## src/rtl/pulse_train_gen.sv

```systemverilog
// Multi-channel programmable pulse-train generator: delay, then COUNT pulses of WIDTH cycles every PERIOD.
// Optional macro PULSE_INVERT_EN adds a live per-channel output inversion input `inv`.
module pulse_train_ch #(
    parameter int CW = 32,
    parameter int NW = 16
) (
    input  logic          clk,
    input  logic          rst,
    input  logic          start,
    input  logic [CW-1:0] delay,
    input  logic [CW-1:0] width,
    input  logic [CW-1:0] period,
    input  logic [NW-1:0] count,
`ifdef PULSE_INVERT_EN
    input  logic          inv,
`endif
    output logic          out,
    output logic          busy,
    output logic          done
);
    localparam logic [1:0] S_IDLE  = 2'd0;
    localparam logic [1:0] S_DELAY = 2'd1;
    localparam logic [1:0] S_HIGH  = 2'd2;
    localparam logic [1:0] S_LOW   = 2'd3;

    logic [1:0]    state_q, state_d;
    logic [CW-1:0] tmr_q, tmr_d, dly_q, dly_d, wid_q, wid_d, low_q, low_d;
    logic [NW-1:0] num_q, num_d, pcnt_q, pcnt_d;
    logic          prev_q, prev_d, armed_q, armed_d, fin_q, fin_d;
    logic          out_q, out_d, busy_q, busy_d, done_q, done_d;
    logic          trig, inv_bit;

`ifdef PULSE_INVERT_EN
    assign inv_bit = inv;
`else
    assign inv_bit = 1'b0;
`endif

    // armed_q keeps a start held high through reset from looking like a fresh rising edge
    assign trig = start && !prev_q && armed_q;

    always_comb begin
        state_d = state_q;
        tmr_d   = tmr_q;
        dly_d   = dly_q;
        wid_d   = wid_q;
        low_d   = low_q;
        num_d   = num_q;
        pcnt_d  = pcnt_q;
        fin_d   = 1'b0;
        prev_d  = start;
        armed_d = armed_q | ~start;
        case (state_q)
            S_IDLE: begin
                if (trig) begin
                    dly_d  = delay;
                    wid_d  = width;
                    low_d  = (period > width) ? (period - width) : CW'(1);
                    num_d  = count;
                    tmr_d  = '0;
                    pcnt_d = '0;
                    if (width == '0)      fin_d   = 1'b1;
                    else if (delay == '0) state_d = S_HIGH;
                    else                  state_d = S_DELAY;
                end
            end
            S_DELAY: begin
                if (tmr_q == dly_q - CW'(1)) begin
                    tmr_d   = '0;
                    state_d = S_HIGH;
                end else begin
                    tmr_d = tmr_q + CW'(1);
                end
            end
            S_HIGH: begin
                if (tmr_q == wid_q - CW'(1)) begin
                    tmr_d  = '0;
                    pcnt_d = pcnt_q + NW'(1);
                    if (num_q != '0 && pcnt_q + NW'(1) == num_q) begin
                        state_d = S_IDLE;
                        fin_d   = 1'b1;
                    end else begin
                        state_d = S_LOW;
                    end
                end else begin
                    tmr_d = tmr_q + CW'(1);
                end
            end
            S_LOW: begin
                if (tmr_q == low_q - CW'(1)) begin
                    tmr_d   = '0;
                    state_d = S_HIGH;
                end else begin
                    tmr_d = tmr_q + CW'(1);
                end
            end
            default: state_d = S_IDLE;
        endcase
        if (state_q != S_IDLE && !start) begin
            state_d = S_IDLE;
            fin_d   = 1'b0;
        end
        // outputs are one register stage behind the state
        out_d  = (state_q == S_HIGH) ^ inv_bit;
        busy_d = (state_q != S_IDLE);
        done_d = fin_q;
    end

    always_ff @(posedge clk) begin
        if (rst) begin
            state_q <= S_IDLE;
            tmr_q   <= '0;
            dly_q   <= '0;
            wid_q   <= '0;
            low_q   <= '0;
            num_q   <= '0;
            pcnt_q  <= '0;
            prev_q  <= 1'b0;
            armed_q <= 1'b0;
            fin_q   <= 1'b0;
            out_q   <= inv_bit;
            busy_q  <= 1'b0;
            done_q  <= 1'b0;
        end else begin
            state_q <= state_d;
            tmr_q   <= tmr_d;
            dly_q   <= dly_d;
            wid_q   <= wid_d;
            low_q   <= low_d;
            num_q   <= num_d;
            pcnt_q  <= pcnt_d;
            prev_q  <= prev_d;
            armed_q <= armed_d;
            fin_q   <= fin_d;
            out_q   <= out_d;
            busy_q  <= busy_d;
            done_q  <= done_d;
        end
    end

    assign out  = out_q;
    assign busy = busy_q;
    assign done = done_q;
endmodule

module pulse_train_gen #(
    parameter int CH = 4,
    parameter int CW = 32,
    parameter int NW = 16
) (
    input  logic             clk_Pulse,
    input  logic             rst,
    input  logic [CH-1:0]    start,
    input  logic [CH*CW-1:0] delay,
    input  logic [CH*CW-1:0] width,
    input  logic [CH*CW-1:0] period,
    input  logic [CH*NW-1:0] count,
`ifdef PULSE_INVERT_EN
    input  logic [CH-1:0]    inv,
`endif
    output logic [CH-1:0]    out,
    output logic [CH-1:0]    busy,
    output logic [CH-1:0]    done
);
    for (genvar i = 0; i < CH; i++) begin : g_ch
        pulse_train_ch #(.CW(CW), .NW(NW)) u_ch (
            .clk    (clk_Pulse),
            .rst    (rst),
            .start  (start[i]),
            .delay  (delay[i*CW +: CW]),
            .width  (width[i*CW +: CW]),
            .period (period[i*CW +: CW]),
            .count  (count[i*NW +: NW]),
`ifdef PULSE_INVERT_EN
            .inv    (inv[i]),
`endif
            .out    (out[i]),
            .busy   (busy[i]),
            .done   (done[i])
        );
    end
endmodule

```

## config.mk

```make
export PLATFORM = sky130hd
export DESIGN_NAME = pulse_train_gen
export DESIGN_NICKNAME = d
export VERILOG_FILES = /design/src/rtl/pulse_train_gen.sv
export SDC_FILE = /design/constraint.sdc
export NUM_CORES = 2
export LEC_CHECK = 0
export CAP_MARGIN = 30
export CORE_MARGIN = 8
export CORE_UTILIZATION = 35
export DETAILED_ROUTE_END_ITERATION = 6
export GPL_ROUTABILITY_DRIVEN = 0
export RECOVER_POWER = 50
export SLEW_MARGIN = 0
export SYNTH_ARGS = -nofsm -noshare
export SYNTH_HDL_FRONTEND = slang
export SYNTH_SLANG_ARGS = --single-unit
```

## constraint.sdc

```tcl
create_clock -name clk_Pulse -period 4.3 [get_ports clk_Pulse]
set_input_delay 0.86 -clock clk_Pulse [delete_from_list [all_inputs] [get_ports clk_Pulse]]
set_output_delay 0.86 -clock clk_Pulse [all_outputs]
set_load 0.02 [all_outputs]
```

==> run_results.csv <==
group,metric,value,unit
timing,finalSetupViolations,0,
floorplan,start_util,35.32,%
routing,wl_per_cell,20.02,um
cells_and_area,layout_common_cells,"nand2_1 (964), dfxtp_1 (672), a21oi_1 (580)",
logic_synthesis,async_flop_share,0,%
power,seqPwrFrac,30.8,%
clock_network,cts.sinks,672,
critical_path,cp.required,4.92,ns
routing,first_iter_violations,3909,
logic_synthesis,synth_edf_count,0,
global_route,grt_max_degree,123,
run_status,violations,"capacitance limit, slew limit",
timing,min_period,4.232,ns
critical_path,worst-path-buf-inv,1,
global_route,antenna_found_initial,16,
timing,hold_slack,0.4345,ns
floorplan,ioPinCount,466,
floorplan,die_h,391.4,um
global_route,grt_remaining_overflow,0,
critical_path,cpMaxStageDelayCell,"or4_4",
clock_network,cts.htree.levels,3,
power,vdd_drop_max,0.3080,mV
timing,clock.fmax,0.2363,GHz
power,comb_power_share,36.4,%
critical_path,crit_path_start_kind,"flip-flop",
clock_network,path_clk_slew,0.06,ns
routing,via_per_inst,5.679,
power,power_density,386.0,nW/um^2
routing,vias,51456,
clock_network,cts-hold-fix-buffers,0,
critical_path,crit_type,"reg2reg",
critical_path,cp-end-kind,"flip-flop",
cells_and_area,final_util,42.95,%
global_route,grt_pass1_vias,48688,
placement,dpl-instance-area,57020,sq um
hold_path,hold_path_class,"reg2reg",
critical_path,cp_max_fo,11,
timing,finalHoldViolations,0,
critical_path,r2r_cells,10,
cells_and_area,final_common_cell,"nand2_1",
routing,wirelength,181400,um
critical_path,path_delay_family,"simple AND/OR/NAND/NOR gates",
placement,place_ws,-0.2971,ns
timing,fin_setup_tns,0,ns
floorplan,dieArea,153200,sq um
timing,relSlewSlack,-123.1,%
global_route,groute.usage.overall,22.43,%
critical_path,crit_top_cell,"or4_1",
timing,tightest_slew,3.347,ns
logic_synthesis,synth_cell_type_count,97,
floorplan,std_cell_rows,137,
placement,dpl.hpwl,142000,um
cells_and_area,stdcell_area,60000,sq um
timing,fin_crit_sh,98.41,%
logic_synthesis,yosys_register_bits,672,
critical_path,crit_chain,"or4_4, or4_1, a222oi_1, nand3_1, or4_1, nor4bb_1, or4b_4, buf_4, or4_1, a21oi_1",
placement,portBuffers,465,
logic_synthesis,synth_nets,7321,
floorplan,core_area,139700,sq um
logic_synthesis,yosys_warnings,0,
routing,postRouteAntennaNets,0,
run,max_cap_viol_count,6,
clock_network,cts_buffers,84,
critical_path,crit_cells,10,
floorplan,die_w,391.4,um
power,p_sw_share,36.12,%
timing,slew_violations,329,
critical_path,crit_arrival,4.85,ns
cells_and_area,num-nets-final,7721,
logic_synthesis,ys.flop_type,"dfxtp_1",
power,power.switching,0.008363,W
routing,route.detailed.drc,0,
power,power_leakage,23.12,nW
logic_synthesis,syn_inst,6715,
run_status,outcome,"complete, but fails checks",
cells_and_area,syn_to_final_growth,21.61,%
logic_synthesis,ys_seq_area_share,27.27,%
timing,worst_slack,0.06835,ns
hold_path,min_from,"g_ch[3].u_ch.done_d",
cells_and_area,drive_above_1_share,7.413,%
clock_network,insertion_delay,0.70,ns
global_route,grt_pass1_wl,279500,um
hold_path,hold_path_depth,1,
power,clkPwrFrac,32.9,%
clock_network,ctsRootBufferMaster,"clkbuf_16",
critical_path,cpPeakStageDelay,0.56,ns
timing,finalClockSkew,0.01599,ns
critical_path,crit_start,"g_ch[1].u_ch.wid_q[4]",
routing,dr.pass1.iters,6,
logic_synthesis,syn_area_per_cell,7.347,sq um
logic_synthesis,syn_area,49340,sq um
clock_network,clockBufferDepth,3,
power,internal_power,0.01479,W
clock_network,cts_tree,"done",
critical_path,reg2reg_from,"g_ch[1].u_ch.wid_q[4]",
==> final cells by class <==
type                            instances  area [sq um]
Antenna cell                            8         20.02
Clock buffer                          109          2380
Clock inverter                         39         551.8
Fill cell                           14199         79710
Inverter                              254         953.4
Multi-Input combinational cell       5340         33320
Sequential cell                       672         13450
Tap cell                             1876          2347
Timing Repair Buffer                  763          6967
==> layer usage <==
metal  GRT usage (%)  part of all wire, %
met4           9.466                  4.5
met1           30.13                   45
met2           35.62                   44
met5               0                0.028
met3           3.567                  6.7
==> flip-flops by register name, indices dropped and copies added, names as in the netlist <==
| signal | cells |
|---|---|
| g_ch.u_ch.dly_q | 128 |
| g_ch.u_ch.low_q | 128 |
| g_ch.u_ch.tmr_q | 128 |
| g_ch.u_ch.wid_q | 128 |
| g_ch.u_ch.num_q | 64 |
| g_ch.u_ch.pcnt_q | 64 |
| g_ch.u_ch.state_q | 8 |
| g_ch.u_ch.armed_q | 4 |
| g_ch.u_ch.busy | 4 |
| g_ch.u_ch.done | 4 |
| g_ch.u_ch.done_d | 4 |
| g_ch.u_ch.out | 4 |
| g_ch.u_ch.prev_q | 4 |
==> worst paths after layout <==
| kind | endpoint | slack [ns] |
|---|---|---|
| setup reg to reg | g_ch[1].u_ch.pcnt_q[5] | 0.07 |
| hold / removal | g_ch[3].u_ch.done | 0.43 |
| setup / recovery | g_ch[1].u_ch.pcnt_q[5] | 0.07 |
| hold reg to reg | g_ch[3].u_ch.done | 0.43 |
==> cells by family (layout without fill, tap and decap cells) <==
group                      count (synthesis)  count (layout)  synth area share (%)
and+or+nand+nor                         2852            2852                 29.10
AOI/OAI and AO/OA                       1574            1574                 20.48
DFF                                      672             672                 27.27
other                                      0               8                     0
buffers and inverters                    703            1165                 5.501
xor gates and xnor gates                 705             705                 12.52
muxes                                     57              57                 1.215
adders and majority gates                152             152                 3.916
==> power by group through the flow <==
stage | clock (W) | sequential, W | combinational, W
after CTS | 0.00780 | 0.00711 | 0.00832
final | 0.00761 | 0.00712 | 0.00842
after global placement | 0 | 0.00723 | 0.00816
after floorplan | 0 | 0.00695 | 0.00579
after global routing | 0.00803 | 0.00717 | 0.00922
after detailed placement | 0 | 0.00725 | 0.00827
==> synth_stat cells (28+ instances only) <==
master | instances | area (sq um)
or4_1 | 100 | 750.7
a21oi_1 | 580 | 2903
nand2b_1 | 51 | 319.1
o21ai_1 | 52 | 260.3
ha_1 | 148 | 1852
nor2_1 | 469 | 1760
clkbuf_1 | 414 | 1554
a31oi_1 | 88 | 550.5
and2_1 | 38 | 237.7
dfxtp_1 | 672 | 13450
inv_1 | 253 | 949.7
mux2i_1 | 43 | 430.4
nand2_1 | 966 | 3626
nand3_1 | 183 | 915.9
nor2b_1 | 52 | 325.3
a211oi_1 | 54 | 405.4
xnor2_1 | 444 | 3889
o21ai_0 | 184 | 920.9
nor4_1 | 251 | 1570
o31ai_1 | 36 | 270.3
nor4b_1 | 31 | 271.5
or2_2 | 28 | 175.2
and3_1 | 92 | 575.6
nand3b_1 | 42 | 315.3
nor3_1 | 191 | 955.9
and4_1 | 28 | 245.2
a21o_1 | 102 | 765.7
a22o_1 | 45 | 394.1
nand4_1 | 132 | 825.8
or3_1 | 89 | 556.8
nor3b_1 | 40 | 300.3
xor2_1 | 261 | 2286
o211ai_1 | 37 | 277.8
a22oi_1 | 95 | 713.2
==> timing repair <==
action	4_1_cts	5_1_grt
gates resized for setup	1	17
setup endpoints to repair	1	81
pin swaps	0	4
setup buffers	0	1
==> metrics by stage <==
step / std cells / total power (W)
2_1_floorplan: 6715 / 0.01273
3_3_place_gp: 8903 / 0.01539
3_5_place_dp: 8904 / 0.01552
4_1_cts: 9052 / 0.02323
5_1_grt: 9057 / 0.02442
6_report: 9061 / 0.02316
(Power assumes the default switching activity.)
